==> config.mk <==
export PLATFORM = sky130hd
export DESIGN_NAME = lock_engine
export DESIGN_NICKNAME = d
export VERILOG_FILES = /design/src/rtl/game_pkg.sv /design/src/rtl/lock_digit_collector.sv /design/src/rtl/lock_engine.sv
export SDC_FILE = /design/constraint.sdc
export NUM_CORES = 1
export LEC_CHECK = 0
export CAP_MARGIN = 20
export CELL_PAD_IN_SITES_DETAIL_PLACEMENT = 0
export CELL_PAD_IN_SITES_GLOBAL_PLACEMENT = 1
export CORE_MARGIN = 8
export CORE_UTILIZATION = 33
export CTS_CLUSTER_SIZE = 24
export DETAILED_ROUTE_END_ITERATION = 8
export PLACE_DENSITY = 0.62
export SYNTH_ARGS = -nofsm -noshare
export SYNTH_HDL_FRONTEND = slang
export SYNTH_SLANG_ARGS = --single-unit
==> constraint.sdc <==
create_clock -name clk -period 2.6 [get_ports clk]
set_input_delay 0.26 -clock clk [delete_from_list [all_inputs] [get_ports clk]]
set_output_delay 0.26 -clock clk [all_outputs]
set_load 0.01 [all_outputs]
==> src/rtl/game_pkg.sv <==
// game_pkg: values shared between the game state manager and the lock engine.
//   mgr_state_e  : state codes driven by the game state manager (S0..S7)
//   PH_*         : phase codes reported by lock_engine to the display/LED stage
//   DEF_*        : default round sizing and timing
package game_pkg;

   typedef enum logic [3:0] {
      S0 = 4'd0, S1 = 4'd1, S2 = 4'd2, S3 = 4'd3,
      S4 = 4'd4, S5 = 4'd5, S6 = 4'd6, S7 = 4'd7
   } mgr_state_e;

   localparam logic [2:0] PH_IDLE  = 3'd0;
   localparam logic [2:0] PH_CODE  = 3'd1;
   localparam logic [2:0] PH_GUESS = 3'd2;
   localparam logic [2:0] PH_CHECK = 3'd3;
   localparam logic [2:0] PH_WIN   = 3'd4;
   localparam logic [2:0] PH_LOSE  = 3'd5;

   localparam int DEF_NUM_DIGITS    = 4;
   localparam int DEF_MAX_TRIES     = 5;
   localparam int DEF_EXTRA_TRIES   = 2;
   localparam int DEF_GUESS_TIMEOUT = 500000000;  // 10 s at 50 MHz
   localparam int TIMER_W           = 30;

endpackage

==> src/rtl/lock_digit_collector.sv <==
// lock_digit_collector: gathers NUM_DIGITS decimal digits, one per key_enter.
//   clk, rst_n : clock, synchronous active-low reset
//   clr        : synchronous clear of index, digits and bad_digit
//   en         : collector is accepting enters this cycle
//   key_enter  : enter pulse, sw : digit value (0..9 valid)
//   idx        : position the next digit will be written to
//   digits     : stored digits, digits[i] = i-th entered digit
//   bad_digit  : registered one-cycle pulse after an enter with sw > 9
//   done       : combinational, high in the cycle the last digit is stored
module lock_digit_collector #(
   parameter int NUM_DIGITS = 4,
   parameter int IDX_W      = $clog2(NUM_DIGITS)
) (
   input  logic                       clk,
   input  logic                       rst_n,
   input  logic                       clr,
   input  logic                       en,
   input  logic                       key_enter,
   input  logic [3:0]                 sw,
   output logic [IDX_W-1:0]           idx,
   output logic [NUM_DIGITS-1:0][3:0] digits,
   output logic                       bad_digit,
   output logic                       done
);

   localparam logic [IDX_W-1:0] LAST_IDX = IDX_W'(NUM_DIGITS - 1);

   logic [IDX_W-1:0]           idx_q, idx_d;
   logic [NUM_DIGITS-1:0][3:0] digits_q, digits_d;
   logic                       bad_q, bad_d;
   logic                       accept, last;

   always_comb begin
      accept   = en & key_enter & (sw <= 4'd9);
      last     = (idx_q == LAST_IDX);
      done     = accept & last;
      idx_d    = idx_q;
      digits_d = digits_q;
      bad_d    = en & key_enter & (sw > 4'd9);
      if (clr) begin
         idx_d    = '0;
         digits_d = '0;
         bad_d    = 1'b0;
      end else if (accept) begin
         digits_d[idx_q] = sw;
         // wrap so the next round of entry starts at position 0
         idx_d = last ? '0 : idx_q + 1'b1;
      end
   end

   always_ff @(posedge clk) begin
      if (!rst_n) begin
         idx_q    <= '0;
         digits_q <= '0;
         bad_q    <= 1'b0;
      end else begin
         idx_q    <= idx_d;
         digits_q <= digits_d;
         bad_q    <= bad_d;
      end
   end

   assign idx       = idx_q;
   assign digits    = digits_q;
   assign bad_digit = bad_q;

endmodule

==> src/rtl/lock_engine.sv <==
// lock_engine: "set a lock" round. Coder enters a code, breaker guesses it
// under a per-guess timeout and a try budget.
//   clk, rst_n  : clock, synchronous active-low reset
//   state       : game manager state; S7 starts a round, S0 aborts from anywhere
//   SW          : digit value, key_enter : enter pulse
//   power_flex  : adds EXTRA_TRIES when sampled with the last code digit
//   phase       : PH_IDLE..PH_LOSE
//   digit_idx   : position of next digit (code in CODE, guess otherwise)
//   match_mask  : per-position equality from the last CHECK, hits = popcount
//   tries_left  : remaining guesses
//   bad_digit   : one-cycle pulse after an out-of-range enter
//   win, lose   : high while in WIN / LOSE
module lock_engine
   import game_pkg::*;
#(
   parameter int NUM_DIGITS    = DEF_NUM_DIGITS,
   parameter int MAX_TRIES     = DEF_MAX_TRIES,
   parameter int EXTRA_TRIES   = DEF_EXTRA_TRIES,
   parameter int GUESS_TIMEOUT = DEF_GUESS_TIMEOUT,
   parameter int IDX_W         = $clog2(NUM_DIGITS),
   parameter int HITS_W        = $clog2(NUM_DIGITS + 1),
   parameter int TRIES_W       = $clog2(MAX_TRIES + EXTRA_TRIES + 1)
) (
   input  logic                  clk,
   input  logic                  rst_n,
   input  logic [3:0]            state,
   input  logic [3:0]            SW,
   input  logic                  key_enter,
   input  logic                  power_flex,
   output logic [2:0]            phase,
   output logic [IDX_W-1:0]      digit_idx,
   output logic [NUM_DIGITS-1:0] match_mask,
   output logic [HITS_W-1:0]     hits,
   output logic [TRIES_W-1:0]    tries_left,
   output logic                  bad_digit,
   output logic                  win,
   output logic                  lose
);

   localparam logic [TIMER_W-1:0] TIMER_LAST  = TIMER_W'(GUESS_TIMEOUT - 1);
   localparam logic [TRIES_W-1:0] TRIES_BASE  = TRIES_W'(MAX_TRIES);
   localparam logic [TRIES_W-1:0] TRIES_EXTRA = TRIES_W'(EXTRA_TRIES);
   localparam logic [TRIES_W-1:0] TRIES_ONE   = TRIES_W'(1);

   logic [2:0]            phase_q, phase_d;
   logic [TIMER_W-1:0]    timer_q, timer_d;
   logic [TRIES_W-1:0]    tries_q, tries_d;
   logic [NUM_DIGITS-1:0] mask_q, mask_d;
   logic [HITS_W-1:0]     hits_q, hits_d;

   logic                       abort, timeout, all_match;
   logic                       code_en, guess_en, guess_clr;
   logic                       code_done, guess_done, code_bad, guess_bad;
   logic [IDX_W-1:0]           code_idx, guess_idx;
   logic [NUM_DIGITS-1:0][3:0] code_digits, guess_digits;
   logic [NUM_DIGITS-1:0]      match_c;
   logic [HITS_W-1:0]          hits_c;

   assign abort   = (state == S0);
   assign timeout = (phase_q == PH_GUESS) && (timer_q == TIMER_LAST);
   // a timeout swallows any enter arriving in the same cycle
   assign code_en   = (phase_q == PH_CODE) && !abort;
   assign guess_en  = (phase_q == PH_GUESS) && !abort && !timeout;
   assign guess_clr = abort || timeout || ((phase_q == PH_CHECK) && !all_match);

   lock_digit_collector #(.NUM_DIGITS(NUM_DIGITS), .IDX_W(IDX_W)) u_code (
      .clk(clk), .rst_n(rst_n), .clr(abort), .en(code_en), .key_enter(key_enter),
      .sw(SW), .idx(code_idx), .digits(code_digits), .bad_digit(code_bad),
      .done(code_done)
   );

   lock_digit_collector #(.NUM_DIGITS(NUM_DIGITS), .IDX_W(IDX_W)) u_guess (
      .clk(clk), .rst_n(rst_n), .clr(guess_clr), .en(guess_en), .key_enter(key_enter),
      .sw(SW), .idx(guess_idx), .digits(guess_digits), .bad_digit(guess_bad),
      .done(guess_done)
   );

   always_comb begin
      match_c = '0;
      hits_c  = '0;
      for (int i = 0; i < NUM_DIGITS; i++) begin
         match_c[i] = (code_digits[i] == guess_digits[i]);
         hits_c     = hits_c + HITS_W'(match_c[i]);
      end
      all_match = &match_c;
   end

   always_comb begin
      phase_d = phase_q;
      timer_d = timer_q;
      tries_d = tries_q;
      mask_d  = mask_q;
      hits_d  = hits_q;
      if (abort) begin
         phase_d = PH_IDLE;
         timer_d = '0;
         tries_d = '0;
         mask_d  = '0;
         hits_d  = '0;
      end else begin
         case (phase_q)
            PH_IDLE: if (state == S7) phase_d = PH_CODE;
            PH_CODE: if (code_done) begin
               phase_d = PH_GUESS;
               timer_d = '0;
               tries_d = TRIES_BASE + (power_flex ? TRIES_EXTRA : '0);
            end
            PH_GUESS: begin
               if (timeout) begin
                  timer_d = '0;
                  if (tries_q != '0) tries_d = tries_q - 1'b1;
                  if (tries_q == TRIES_ONE) phase_d = PH_LOSE;
               end else if (guess_done) begin
                  timer_d = '0;
                  phase_d = PH_CHECK;
               end else begin
                  timer_d = timer_q + 1'b1;
               end
            end
            PH_CHECK: begin
               mask_d = match_c;
               hits_d = hits_c;
               if (all_match) begin
                  phase_d = PH_WIN;
               end else begin
                  if (tries_q != '0) tries_d = tries_q - 1'b1;
                  phase_d = (tries_q == TRIES_ONE) ? PH_LOSE : PH_GUESS;
                  timer_d = '0;
               end
            end
            PH_WIN, PH_LOSE: ;
            default: phase_d = PH_IDLE;
         endcase
      end
   end

   always_ff @(posedge clk) begin
      if (!rst_n) begin
         phase_q <= PH_IDLE;
         timer_q <= '0;
         tries_q <= '0;
         mask_q  <= '0;
         hits_q  <= '0;
      end else begin
         phase_q <= phase_d;
         timer_q <= timer_d;
         tries_q <= tries_d;
         mask_q  <= mask_d;
         hits_q  <= hits_d;
      end
   end

   assign phase      = phase_q;
   assign digit_idx  = (phase_q == PH_CODE) ? code_idx : guess_idx;
   assign match_mask = mask_q;
   assign hits       = hits_q;
   assign tries_left = tries_q;
   assign bad_digit  = code_bad | guess_bad;
   assign win        = (phase_q == PH_WIN);
   assign lose       = (phase_q == PH_LOSE);

endmodule

---- Yosys cells after proc, flatten, opt, wreduce, memory -nomap -nowiden ----
Index checks and enable logic that the tools add are counted.
storage, ports and cells
  register bits ........................... 81
  logic and storage cells ................. 113
  output and inout port bits .............. 18
operators by class
  magnitude comparators ................... 6
  reduce and logical (&&, ||, !) cells .... 23
  add/sub/neg operators ................... 8
  bitwise gates (word level) .............. 11
  eq/ne operators ......................... 20
  muxes and demuxes ....................... 28
operators by type and width
  operator                                            number
  2-to-1 mux 30 bit                                   4
  one-hot mux 30 bit (3 select lines)                 1
  2-to-1 mux 3 bit                                    11
  bitwise mux 16 bit                                  2
  adder 30 x 1 -> 30 bit, second input constant       1
  == test 30 x 29 -> 1 bit, second input constant     1
  demux 4 bit (select 2 bit)                          2
  == test 4 bit                                       4
  one-hot mux 3 bit (5 select lines)                  1
  one-hot mux 3 bit (3 select lines)                  1
  AND 1 bit                                           8
  2-to-1 mux 2 bit                                    4
  2-to-1 mux 4 bit                                    2
  inequality test 2 bit, second input constant        4
  AND reduction 4 bit                                 2
  logical AND 1 bit                                   7
  == test 3 x 1 -> 1 bit, second input constant       2
  == test 3 x 2 -> 1 bit, second input constant       2
  == test 3 bit, second input constant                2
  < comparator 2 x 3 -> 1 bit, second input constant  2
  nonzero test 3 bit                                  2
  OR reduction 2 bit                                  3
  AND reduction 5 bit                                 1
  adder 2 x 1 -> 2 bit, second input constant         2
  other kinds (19)                                    25

---- Depth between registers and ports, before layout ----
Gate-level depths: netlist of the first run.
  depth in word-level cells ............... 10
  gate-level depth with buffers ........... 10
  gate-level depth less buffers ........... 7

---- Hierarchy ----
From an unflattened synthesis of the first run, not the netlist that was laid out.
unflattened totals
  cell total of the unflattened synthesis .. 482
  area, all modules ....................... 4337.9 um^2
by module, submodules not included
  module                area each (um^2)  sequential area each (um^2)  instances  cells an instance
  lock_engine           2726.4            860.8                        1          316
  lock_digit_collector  805.8             380.4                        2          83

---- Worst setup path before layout of the first run ----
Ideal clock, no wire load.
  path kind ............................... flip-flop to flip-flop
  start point ............................. reg u_code.digits_q (netlist bit u_code.digits[1])
  end point ............................... reg hits_q[1], in the netlist hits[1]
  slack ................................... 0.462 ns
  data arrival time ....................... 2.005 ns
  stages on the path, launching flop included .. 8
  cells stage by stage .................... dfxtp_1 > xor2_1 > nor4_1 > fa_1 > ha_1 > ha_1 > nand2_1 > a21oi_1
between the ends
  word-level cells in the longest chain between the ends .. 4
ends and longest elaborated chain
  element                 line                        text
  start, declared         lock_digit_collector.sv:29  logic [NUM_DIGITS-1:0][3:0] digits_q, digits_d;
  start signal, assigned  lock_digit_collector.sv:58  digits_q <= digits_d;
  == test 4 bit           lock_engine.sv:82           match_c[i] = (code_digits[i] == guess_digits[i]);
  named net match_c[0]    lock_engine.sv:56           logic [NUM_DIGITS-1:0] match_c;
  adder 1 x 1 -> 2 bit    lock_engine.sv:83           hits_c = hits_c + HITS_W'(match_c[i]);
  adder 2 x 1 -> 3 bit    lock_engine.sv:83
  adder 3 x 1 -> 3 bit    lock_engine.sv:83
  named net hits_c[1]     lock_engine.sv:57           logic [HITS_W-1:0] hits_c;
  end signal, assigned    lock_engine.sv:149          hits_q <= hits_d;
  end, declared           lock_engine.sv:49           logic [HITS_W-1:0] hits_q, hits_d;
The timed path passes the listed nets, and every way through them passes these cells.
A chain may end at the register's enable or synchronous reset.

---- Worst setup path after layout of the first run ----
  start point ............................. reg phase_q[1], in the netlist phase[1]
  end point ............................... out digit_idx[1]
between the ends
  word-level cells in the longest chain between the ends .. 2
ends and longest elaborated chain
  element                 line                text
  start, declared         lock_engine.sv:45   logic [2:0] phase_q, phase_d;
  start signal, assigned  lock_engine.sv:145  phase_q <= phase_d;
  == test 3 x 1 -> 1 bit  lock_engine.sv:154  assign digit_idx = (phase_q == PH_CODE) ? code_idx : guess_idx;
  2-to-1 mux 2 bit        lock_engine.sv:154
  end, declared           lock_engine.sv:31   output logic [IDX_W-1:0] digit_idx,
No other way between the ends.

==> results.md, run 1 <==
Synthesis:
- The number of enable-type register cells in the synthesized netlist is 0.
- After synthesis, flip-flops and latches occupy 37.9% of the total area.
- The number of different library cells used by synthesis comes to 60.
- The synthesized area per cell is 8.22 sq um.
- The number of instances in the synthesized netlist is 521.
- The number of storage elements in the synthesis netlist is 81.
- Counting every net in the synthesized netlist gives 549.
- In this run the cell area of the synthesized design comes to 0.00428 sq mm.
- The share of async-settable or async-resettable flops after synthesis is 0%.
- In the synthesized netlist the dominant register cell turns out to be sky130_fd_sc_hd__dfxtp_1.
- The Yosys step of the flow raised 0 warnings.

Worst setup path:
- The signal on the critical path passes through nor2b_1 > nor2b_2 > nand2_1 > o21ai_0 > clkdlybuf4s50_1.
- The slowest stage cell on the critical path is sky130_fd_sc_hd__clkdlybuf4s50_1.
- The critical path starts at phase[1].
- The worst register-to-register path begins at timer_q[0].
- Across all register-to-register paths, the minimum setup slack is 0.28 ns.
- The peak per-stage delay on the critical path is 0.59 ns.
- The worst setup path is captured at a primary output.
- In this run the worst path has a maximum fanout of 7.
- The data arrival time of the worst path is 2.12 ns.
- The critical path is of the reg -> out type.
- The startpoint kind of the worst setup timing path is a flip-flop.
- At the worst endpoint, the required time is 2.34 ns.

Min path:
- The path class of the tightest hold or removal check is reg -> reg.
- The startpoint of the most critical hold path is hits[1].

GRT:
- The number of antenna violations at the first check in global routing is 0.
- The overall track demand over capacity in global routing is 14.2%.
- The maximum number of pins on one net before global-route repair is 55.
- The global-route wire length before repair is 18800 um.
- The number of global-route vias before repair is 3658.
- The remaining global-route overflow is 0.

Timing:
- After layout, the minimum clock period comes to 2.38 ns.
- The number of endpoints failing setup at the final stage is 0.
- After layout, the worst setup slack is 0.220 ns.
- Hold is met by 0.456 ns.
- The total count of hold-check failures in the final report came to 0.
- The relative slew slack is 51.8%.
- The maximum frequency from static timing analysis is 420 MHz.
- The worst clock skew is 0.0114 ns.
- The slew of the pin with the lowest slew margin is 0.723 ns.
- The worst path uses 91.5% of the clock period.
- The number of pins with negative max-slew slack in the final report is 0.
- After routing, the total negative slack on setup checks comes to 0 ns.
- Setup repair after global routing left no endpoint under its margin.

Placed design:
- In this run the tool buffered the top-level ports with 29 buffer cells.
- The placed instance count is 715.
- OpenSTA, run right after detailed placement, puts the worst setup slack at 0.0539 ns.
- Once placement finished, the instance area stood at 0.00485 sq mm.
- Summed over all nets, the half-perimeter wirelength after detailed placement is 8340 um.
- The congestion estimate from routability-driven global placement came to 0.773.

Floorplanning:
- The floorplan step defined a die boundary enclosing 0.0169 sq mm.
- The initialized floorplan defines 41 standard-cell rows.
- The placeable core area is 0.0127 sq mm.
- 30 I/O pins were placed.
- The initial utilization of the core area, before any placement, comes to 33.8%.
- The die is 130 um wide.
- The height of the die is 130 um.

CTS:
- The cell sitting at the root of the clock tree is a sky130_fd_sc_hd__clkbuf_16.
- The number of buffers inserted to repair setup after CTS is 0.
- The clock latency on the worst-skew pair is 0.34 ns.
- The depth of the CTS H-tree is 3.
- The total number of clock tree sinks is 81.
- The number of buffers created by CTS is 9.
- Counting along the longest clock path gives a buffer depth of 2.
- The clock-pin transition on the worst setup and hold timing paths is 0.07 ns.
- TritonCTS built the clock tree.
- After clock tree synthesis, the flow added hold-fix buffers numbering 0.

Drt:
- The final routed DRC violation total is 0.
- The number of design-rule violations left by the first detailed-router iteration is 291.
- The count of nets left with antenna violations once routing finished came out at 0.
- The number of vias in the routed layout is 3821.
- In the routed layout, each cell is associated on average with a via count of 5.23.
- After detailed routing, the total wire length is 11600 um.
- The first detailed-routing pass took 4 iterations.
- After detailed routing, the average wire length per cell comes to 15.9 um.

Power:
- The proportion of total power due to net switching is 23.6%.
- The switching component of the power is 0.000630 W.
- The leakage dissipation is 1.84 nW.
- Of the total power, combinational logic draws 4.4%.
- The worst supply voltage drop on vdd is 0.000259 V.
- The internal power summed over all cells is 0.00204 W.
- The fraction of power consumed by sequential logic is 46.6%.
- The power density of the placed cells is 518 mW/mm^2.
- Of the total power, the clock network draws 49.0%.

Layout:
- In the final layout, the share of cells above drive strength 1 is 10.7%.
- The antenna diode instance count is 0.
- The count of placed standard cells in the final layout, fillers left out is 731.
- Relative to the synthesized area, the layout overhead comes to 20.4%.
- The count of nets after finishing is 582.
- With fillers left out, the area of the finished cells amounts to 0.00516 sq mm.

Flow run:
- The max-cap violation count is 0.

Run status:
- The flow ran to the end, and the final reports show no timing, DRC or antenna violations.
## path summary, 6_finish.rpt
check	endpoint	cells past startpoint
max	digit_idx[1]	5
min reg2reg	hits[1]	2
max reg2reg	timer_q[15]	7
min	hits[1]	2
## layout make-up
| class | instances | area, sq um |
|---|---|---|
| tap | 172 | 215 |
| clock inverter | 7 | 80.1 |
| clock buffer | 9 | 225 |
| sequential | 81 | 1620 |
| fill | 1305 | 7510 |
| multi-input combinational | 401 | 2490 |
| inverter | 7 | 26.3 |
| timing repair buffer | 54 | 503 |
## metrics by stage
stage / utilization (%) / total power [W]
2_1_floorplan: - / 0.00132
3_3_place_gp: 38.3 / 0.00139
3_5_place_dp: 38.3 / 0.00139
4_1_cts: 40.7 / 0.00271
5_1_grt: 40.7 / 0.00277
6_report: 40.7 / 0.00267
## sequential cells by signal (all words and copies together), names as in the netlist
name               count
u_code.idx             2
u_guess.idx            2
timer_q               30
u_guess.digits        16
u_guess.bad_digit      1
match_mask             4
hits                   3
tries_left             3
phase                  3
u_code.digits         16
u_code.bad_digit       1
## critical path: cells and delay by family (launching register included)
| family | cells | cell delay [ns] |
|---|---|---|
| simple gates | 3 | 0.71 |
| flops | 1 | 0.37 |
| compound gates | 1 | 0.11 |
| buf+inv | 1 | 0.59 |
## metal layers
metal	global-route usage (%)	up-vias	share of wire, %
met1	18.3	1806	48
li1	-	1938	-
met4	5.19	0	1.4
met5	0	-	0
met3	2.61	12	4.5
met2	23.2	65	46
## power groups by stage
stage           logic, W  registers (W)  clock network, W
3_5_place_dp    0.000118        0.00127                 0
5_1_grt         0.000127        0.00124           0.00140
4_1_cts         0.000118        0.00124           0.00135
2_1_floorplan  0.0000536        0.00127                 0
6_report        0.000118        0.00124           0.00131
3_3_place_gp    0.000117        0.00127                 0
## timing repair
| item | CTS | global route |
|---|---|---|
| endpoints found under the setup margin | 0 | 3 |
| resized for setup | 0 | 2 |
| hold endpoints to repair | 0 | 0 |
## synthesized netlist by cell type, drive strengths merged, types with 2 or more instances
cell type / count / area share, %
o41ai: 3 / 1.2
nand4b: 4 / 0.82
nor3: 25 / 3.4
buf: 14 / 2.3
nor4: 10 / 1.8
dfxtp: 81 / 38
o21ai: 25 / 2.9
ha: 15 / 4.4
nand2: 69 / 6.0
and4: 2 / 0.41
a31oi: 3 / 0.44
or2: 2 / 0.29
clkbuf: 18 / 1.6
nand2b: 5 / 0.91
xor2: 16 / 3.3
a21oi: 63 / 7.4
o21ba: 2 / 0.47
a32o: 5 / 1.2
a41oi: 2 / 0.41
a211oi: 8 / 1.6
nor2: 40 / 3.7
and2: 7 / 1.1
o211a: 4 / 0.93
nand3: 30 / 3.5
nand3b: 8 / 1.5
o21a: 2 / 0.35
nor2b: 5 / 0.73
mux2i: 13 / 3.0
nand4: 10 / 1.5
inv: 7 / 0.61
and3: 8 / 1.2
## cell families after synthesis
family	share of synthesized area, %
and+or+nand+nor	27.6
DFF	37.9
AOI/OAI and AO/OA	18.7
adders and majority gates	4.85
xor gates and xnor gates	3.27
muxes	3.30
buffers and inverters	4.47
## cells in the final DEF, fill, tap and decap left out, types with 5 or more instances in the layout
cell type                         instances
sky130_fd_sc_hd__ha_1                    15
sky130_fd_sc_hd__nand2_1                 69
sky130_fd_sc_hd__o21ai_0                 24
sky130_fd_sc_hd__clkbuf_16                9
sky130_fd_sc_hd__nand3b_1                 7
sky130_fd_sc_hd__clkdlybuf4s50_1         29
sky130_fd_sc_hd__mux2i_1                 13
sky130_fd_sc_hd__nor4_1                   8
sky130_fd_sc_hd__buf_4                   23
sky130_fd_sc_hd__a32o_1                   5
sky130_fd_sc_hd__dfxtp_1                 81
sky130_fd_sc_hd__and3_1                   8
sky130_fd_sc_hd__inv_1                    7
sky130_fd_sc_hd__nor2_1                  38
sky130_fd_sc_hd__nand3_1                 30
sky130_fd_sc_hd__and2_1                   6
sky130_fd_sc_hd__nor3_1                  21
sky130_fd_sc_hd__a211oi_1                 6
sky130_fd_sc_hd__nand4_1                 10
sky130_fd_sc_hd__xor2_1                  16
sky130_fd_sc_hd__a21oi_1                 63
Power figures use the tool's default switching activity.
==> inputs of run 2 (changes only) <==
--- a/config.mk
+++ b/config.mk
@@ -8,9 +8,9 @@
 export CAP_MARGIN = 20
 export CELL_PAD_IN_SITES_DETAIL_PLACEMENT = 0
 export CELL_PAD_IN_SITES_GLOBAL_PLACEMENT = 1
+export CORE_ASPECT_RATIO = 1.5
 export CORE_MARGIN = 8
 export CORE_UTILIZATION = 33
-export CTS_CLUSTER_SIZE = 24
 export DETAILED_ROUTE_END_ITERATION = 8
 export PLACE_DENSITY = 0.62
 export SYNTH_ARGS = -nofsm -noshare
==> run 2 against run 1 <==
Combinational power is essentially flat; non-clock buffer count up 3; first-iteration DRC count decreased by 28%; clock skew fell by 0.0036 ns; critical endpoint is now timer_q[13]; largest cell class unchanged.
==> results.md, run 2 (same netlist as run 1, synthesis figures left out) <==
Run status:
- Outcome: finished clean (unchanged).

Min path:
- The startpoint of the most critical hold path is hits[0] (was hits[1]).
- The number of cells traversed by the worst hold path is 2 (unchanged).
- The endpoint with the worst hold slack is hits[0] (was hits[1]).
- The path type of the worst min-delay path is reg -> reg (unchanged).

GRT:
- The remaining global-route overflow is 0 (unchanged).
- The overall track demand over capacity in global routing is 14.3% (was 14.2%).
- The maximum number of pins on one net before global-route repair is 47 (was 55).
- The number of antenna violations at the first check in global routing came to 0 (unchanged).
- The number of global-route vias before repair is 3881 (was 3658).
- The global-route wire length before repair is 19200 um (was 18800 um).

Floorplanning:
- The placeable core area is 0.0128 sq mm (was 0.0127 sq mm).
- The area of the die is 0.0170 sq mm (was 0.0169 sq mm).
- The row count is 51 (was 41).
- The height of the die is 156 um (was 130 um).
- The floorplan die width came to 109 um (was 130 um).
- The initial cell density of the core was 33.4% (was 33.8%).
- The number of primary I/O pins is 30 (unchanged).

Drt:
- The final routed DRC violation total is 0 (unchanged).
- The mean number of vias per cell was 5.36 (was 5.23).
- The number of design-rule violations left by the first detailed-router iteration is 209 (was 291).
- The average wire per standard cell is 16.4 um (was 15.9 um).
- The post-route antenna net violation count came to 0 (unchanged).
- The number of iterations in the first detailed-routing pass was 4 (unchanged).
- The number of vias in the routed layout is 3864 (was 3821).
- The final routed wirelength across all metal layers is 11800 um (was 11600 um).

CTS:
- The depth of the CTS H-tree is 3 (unchanged).
- The number of hold buffers added after cts is 0 (unchanged).
- The maximum buffer depth of the clock tree is 2 (unchanged).
- The cell chosen for the clock root was sky130_fd_sc_hd__clkbuf_16 (unchanged).
- The clock-pin transition on the worst setup and hold timing paths came to 0.06 ns (was 0.07 ns).
- The number of buffers inserted to repair setup after CTS is 0 (unchanged).
- The count of cells resized by post-cts repair is 0 (unchanged).
- The number of buffers created by CTS is 9 (unchanged).
- The CTS tree is built (unchanged).
- The total number of clock tree sinks came to 81 (unchanged).
- The clock latency on the worst-skew pair is 0.34 ns (about the same).

Layout:
- The fraction of layout instances using a drive strength above 1 was 10.9% (was 10.7%).
- The utilization of the core after routing is 40.4% (was 40.7%).
- The antenna diode instance count came to 0 (unchanged).
- The layout overhead on the synthesized area is 20.9% (was 20.4%).
- The filler cell count in the final layout came to 1335 (was 1305).
- Most frequent cells in the layout: sky130_fd_sc_hd__dfxtp_1 (81), sky130_fd_sc_hd__nand2_1 (69), sky130_fd_sc_hd__a21oi_1 (63) (unchanged).
- The number of flip-flops in the largest register is 30 (unchanged).
- The count of nets after finishing came to 585 (was 582).
- The leading cell type in the layout, fill and taps excluded is sky130_fd_sc_hd__dfxtp_1 (unchanged).
- The most flop-heavy register is timer_q (unchanged).

Timing:
- The number of pins with negative max-slew slack in the final report was 0 (unchanged).
- The clock period minus final worst setup slack is 2.41 ns (was 2.38 ns).
- The worst clock skew is 0.00777 ns (was 0.0114 ns).
- The final setup TNS is 0 ns (unchanged).
- The total count of hold-check failures in the final report is 0 (unchanged).
- RSZ-0062 raised after global routing: no (unchanged).
- The number of endpoints failing setup at the final stage is 0 (unchanged).
- The relative slew slack was 52.8% (was 51.8%).
- The slew of the pin with the lowest slew margin is 0.707 ns (was 0.723 ns).
- The final clock period utilization by the worst path came to 92.5% (was 91.5%).
- The maximum frequency from static timing analysis is 416 MHz (was 420 MHz).

Worst setup path:
- The element type at the critical path end is a flip-flop (was primary output).
- The classification of the worst setup path is reg -> reg (was reg -> out).
- The startpoint kind of the worst setup timing path is a flip-flop (unchanged).
- Critical path cell sequence: xor2_1 > nor4_1 > buf_4 > ha_1 > nand3_1 > o21ai_1 > buf_12 > a21oi_1 > a211oi_1 (was nor2b_1 > nor2b_2 > nand2_1 > o21ai_0 > clkdlybuf4s50_1).
- The category of cells accounting for the largest share of critical-path delay is simple AND/OR/NAND/NOR gates (unchanged).
- The number of cells on the worst reg-to-reg path is 9 (was 7).
- The peak per-stage delay on the critical path is 0.47 ns (was 0.59 ns).
- The slowest stage cell on the critical path is sky130_fd_sc_hd__nor4_1 (was sky130_fd_sc_hd__clkdlybuf4s50_1).
- The critical path buffer and inverter count was 2 (was 1).
- The count of cell instances traversed by the critical path came to 9 (was 5).
- The highest net fanout along the worst path is 21 (was 7).
- The worst setup slack for register-to-register paths is 0.19 ns (was 0.28 ns).
- The data arrival time of the worst path is 2.66 ns (was 2.12 ns).
- The endpoint required time on the critical path came to 2.85 ns (was 2.34 ns).
- The launch point of the worst reg-to-reg path is u_guess.digits[1] (was timer_q[0]).
- The endpoint of the worst-slack reg-to-reg timing path was timer_q[13] (was timer_q[15]).

Placed design:
- The half-perimeter wire length of the detailed placement result was 8620 um (was 8340 um).
- The total of buffers placed on input and output ports came to 29 (unchanged).
- The final estimated routing congestion in global placement is 0.800 (was 0.773).

Power:
- The power density of the placed cells came to 536 mW/mm^2 (was 518 mW/mm^2).
- The worst supply voltage drop on vdd is 0.000267 V (was 0.000259 V).
- The leakage dissipation was 1.86 nW (was 1.84 nW).
- The total power consumption of the routed design is 0.00278 W (was 0.00267 W).

Flow run:
- The max-cap violation count is 0 (unchanged).
## run 2: worst max path at each step
stage | start | endpoint
detailed placement | state[3] | timer_q[28]
CTS | u_guess.digits[1] | timer_q[13]
global route | phase[1] | digit_idx[1]
finish | u_guess.digits[1] | timer_q[13]
floorplan | u_code.digits[1] | hits[1]
global placement | state[3] | timer_q[28]
## run 2: layer usage
metal / up-vias / routed length [um] / GRT usage (%)
li1: 1940 / - / -
met1: 1858 / 4810 / 15.0
met5: - / 0 / 0
met3: 15 / 341 / 3.02
met2: 51 / 6410 / 26.6
met4: 0 / 276 / 5.44
## run 2: layout make-up
type	count	area (sq um)	share of cell area [%]
clock buffers	9	225	4.35
inverters	7	26.3	0.507
well taps	159	199	3.84
flip-flops and latches	81	1620	31.3
clock inverters	7	101	1.96
multi-input cells	401	2480	47.9
repair buffers	57	526	10.1
## run 2: per-stage QoR
step                      hold WS (ns)  setup slack [ns]  area [sq um]  instances
after floorplan                  0.378             0.462          4280        521
after global routing             0.485            0.0559          5180        721
after CTS                        0.456             0.170          5180        721
final                            0.453             0.194          5180        721
after global placement           0.447            0.0425          4850        705
after detailed placement         0.447            0.0371          4850        705
## run 2: worst reg2reg max path, cell delays in order (launching register included)
cell                       delay (ns)
sky130_fd_sc_hd__dfxtp_1         0.34
sky130_fd_sc_hd__xor2_1          0.14
sky130_fd_sc_hd__nor4_1          0.47
sky130_fd_sc_hd__buf_4           0.23
sky130_fd_sc_hd__ha_1            0.14
sky130_fd_sc_hd__nand3_1         0.20
sky130_fd_sc_hd__o21ai_1         0.28
sky130_fd_sc_hd__buf_12          0.20
sky130_fd_sc_hd__a21oi_1         0.06
sky130_fd_sc_hd__a211oi_1        0.26
## run 2: power breakdown
group | total (W) | leakage [nW] | internal, W | switching (W)
combinational | 0.000116 | 1.06 | 0.0000468 | 0.0000697
clock | 0.00142 | 0.153 | 0.000852 | 0.000564
sequential | 0.00124 | 0.652 | 0.00124 | 0.00000118
total | 0.00278 | 1.86 | 0.00214 | 0.000635
==> inputs of run 3 (changes only) <==
--- a/config.mk
+++ b/config.mk
@@ -12,6 +12,7 @@
 export CORE_MARGIN = 8
 export CORE_UTILIZATION = 33
 export DETAILED_ROUTE_END_ITERATION = 8
+export MAX_ROUTING_LAYER = met4
 export PLACE_DENSITY = 0.62
 export SYNTH_ARGS = -nofsm -noshare
 export SYNTH_HDL_FRONTEND = slang
==> run 3 against run 2 <==
Final cell count stayed put; clock skew hardly changed; via count is 0.54% lower; routed wire length is 0.28% lower; sequential cell count stayed put; die area stayed put; clock-buffer cell count stayed put; clock power hardly changed; maximum frequency hardly changed; final area stayed put; critical endpoint unchanged.
==> results.md, run 3 (same netlist as run 1, synthesis figures left out) <==
CTS:
- The CTS tree was built (unchanged).
- The total number of clock tree sinks is 81 (unchanged).
- The number of hold buffers added after cts is 0 (unchanged).
- The count of cells resized by post-cts repair is 0 (unchanged).
- The number of buffers inserted to repair setup after CTS was 0 (unchanged).
- The clock latency on the worst-skew pair is 0.34 ns (about the same).
- The depth of the CTS H-tree was 3 (unchanged).
- The clock-pin transition on the worst setup and hold timing paths is 0.06 ns (about the same).
- The cell chosen for the clock root is sky130_fd_sc_hd__clkbuf_16 (unchanged).
- The maximum buffer depth of the clock tree is 2 (unchanged).
- The number of buffers created by CTS came to 9 (unchanged).

Flow run:
- The max-cap violation count is 0 (unchanged).

Floorplanning:
- The row count came to 51 (unchanged).
- The number of primary I/O pins is 30 (unchanged).
- The area of the die came to 0.0170 sq mm (unchanged).
- The floorplan die width is 109 um (unchanged).
- The height of the die is 156 um (unchanged).
- The initial cell density of the core was 33.4% (unchanged).
- The placeable core area is 0.0128 sq mm (unchanged).

Timing:
- The number of endpoints failing setup at the final stage is 0 (unchanged).
- The maximum frequency from static timing analysis was 415 MHz (was 416 MHz).
- The final setup TNS was 0 ns (unchanged).
- The clock period minus final worst setup slack was 2.41 ns (about the same).
- The total count of hold-check failures in the final report is 0 (unchanged).
- The relative slew slack is 52.3% (was 52.8%).
- The number of pins with negative max-slew slack in the final report is 0 (unchanged).
- The final clock period utilization by the worst path is 92.6% (was 92.5%).
- The worst clock skew was 0.00786 ns (was 0.00777 ns).
- The slew of the pin with the lowest slew margin is 0.714 ns (was 0.707 ns).
- The worst setup margin is 0.192 ns (was 0.194 ns).
- RSZ-0062 raised after global routing: no (unchanged).

Worst setup path:
- The endpoint required time on the critical path is 2.85 ns (about the same).
- The highest net fanout along the worst path is 21 (unchanged).
- The data arrival time of the worst path was 2.66 ns (about the same).
- The startpoint kind of the worst setup timing path is a flip-flop (unchanged).
- The element type at the critical path end is a flip-flop (unchanged).
- The classification of the worst setup path is reg -> reg (unchanged).

Layout:
- The layout overhead on the synthesized area came to 20.9% (unchanged).
- Most frequent cells in the layout: sky130_fd_sc_hd__dfxtp_1 (81), sky130_fd_sc_hd__nand2_1 (69), sky130_fd_sc_hd__a21oi_1 (63) (unchanged).
- The count of nets after finishing is 585 (unchanged).
- The most flop-heavy register was timer_q (unchanged).
- The fraction of layout instances using a drive strength above 1 is 10.9% (unchanged).
- The antenna diode instance count is 0 (unchanged).
- The leading cell type in the layout, fill and taps excluded is sky130_fd_sc_hd__dfxtp_1 (unchanged).
- The number of flip-flops in the largest register is 30 (unchanged).
- The utilization of the core after routing is 40.4% (unchanged).

Drt:
- The number of vias in the routed layout is 3843 (was 3864).
- The final routed wirelength across all metal layers is 11800 um (about the same).
- The mean number of vias per cell was 5.33 (was 5.36).
- The final routed DRC violation total came to 0 (unchanged).
- The average wire per standard cell is 16.4 um (about the same).
- The number of iterations in the first detailed-routing pass came to 4 (unchanged).
- The post-route antenna net violation count is 0 (unchanged).
- The number of design-rule violations left by the first detailed-router iteration was 201 (was 209).

Min path:
- The path type of the worst min-delay path is reg -> reg (unchanged).

Power:
- The portion of total power attributed to combinational logic came to 4.2% (about the same).
- The proportion of total power due to net switching is 22.8% (was 22.9%).
- The fraction of power consumed by sequential logic came to 44.8% (about the same).
- The switching component of the power was 0.000633 W (was 0.000635 W).
- The worst supply voltage drop on vdd was 0.000267 V (about the same).
- The internal power summed over all cells is 0.00214 W (about the same).
- The leakage dissipation is 1.86 nW (unchanged).
- The part of the power in the clock network is 51.0% (about the same).
- The power density of the placed cells is 535 mW/mm^2 (was 536 mW/mm^2).

GRT:
- The remaining global-route overflow is 0 (unchanged).
- The number of antenna violations at the first check in global routing is 0 (unchanged).
- The overall track demand over capacity in global routing is 14.7% (was 14.3%).
- The number of global-route vias before repair is 3877 (was 3881).
- The maximum number of pins on one net before global-route repair came to 47 (unchanged).
- The global-route wire length before repair is 19200 um (about the same).

Placed design:
- The final estimated routing congestion in global placement was 0.811 (was 0.800).
- The half-perimeter wire length of the detailed placement result came to 8620 um (unchanged).
- The total of buffers placed on input and output ports is 29 (unchanged).
- The pre-CTS setup slack is 0.0371 ns (unchanged).

Run status:
- Outcome: finished clean (unchanged).
-- run 3: cell counts in the layout (fill, tap and decap cells not counted) --
Identical to the previous run, type by type.
-- run 3: metrics by stage --
stage	power (W)	instance area, sq um	cells	hold slack, ns
2_1_floorplan	0.00132	4280	521	0.378
3_3_place_gp	0.00139	4850	705	0.447
3_5_place_dp	0.00139	4850	705	0.447
4_1_cts	0.00281	5180	721	0.456
5_1_grt	0.00287	5180	721	0.485
6_report	0.00277	5180	721	0.453
-- run 3: worst paths after layout --
| check | cells after the start | slack [ns] | end | start |
|---|---|---|---|---|
| setup / recovery | 9 | 0.19 | timer_q[13] | u_guess.digits[1] |
| hold / removal | 2 | 0.45 | hits[0] | hits[0] |
| setup reg to reg | 9 | 0.19 | timer_q[13] | u_guess.digits[1] |
| hold reg to reg | 2 | 0.45 | hits[0] | hits[0] |
-- run 3: cell type report --
| class | count | area [sq um] |
|---|---|---|
| clock inverter | 7 | 101 |
| sequential | 81 | 1620 |
| tap | 159 | 199 |
| timing repair buffer | 57 | 526 |
| inverter | 7 | 26.3 |
| fill | 1335 | 7640 |
| multi-input combinational | 401 | 2480 |
| clock buffer | 9 | 225 |
-- run 3: critical path, stage by stage, from the launching register on --
cell                       delay [ns]
sky130_fd_sc_hd__dfxtp_1         0.34
sky130_fd_sc_hd__xor2_1          0.14
sky130_fd_sc_hd__nor4_1          0.47
sky130_fd_sc_hd__buf_4           0.23
sky130_fd_sc_hd__ha_1            0.14
sky130_fd_sc_hd__nand3_1         0.20
sky130_fd_sc_hd__o21ai_1         0.28
sky130_fd_sc_hd__buf_12          0.20
sky130_fd_sc_hd__a21oi_1         0.05
sky130_fd_sc_hd__a211oi_1        0.26
-- run 3: power groups by stage --
stage          clock network (W)  registers [W]  logic (W)
3_3_place_gp                   0        0.00127   0.000118
2_1_floorplan                  0        0.00127  0.0000536
6_report                 0.00141        0.00124   0.000116
5_1_grt                  0.00150        0.00124   0.000127
4_1_cts                  0.00144        0.00124   0.000119
3_5_place_dp                   0        0.00127   0.000118
-- run 3: metal layers --
| metal | global-route usage (%) | share of wire (%) |
|---|---|---|
| met1 | 15.0 | 41 |
| met2 | 26.6 | 54 |
| met3 | 2.40 | 2.3 |
| met4 | 6.22 | 2.5 |
| met5 | - | 0 |
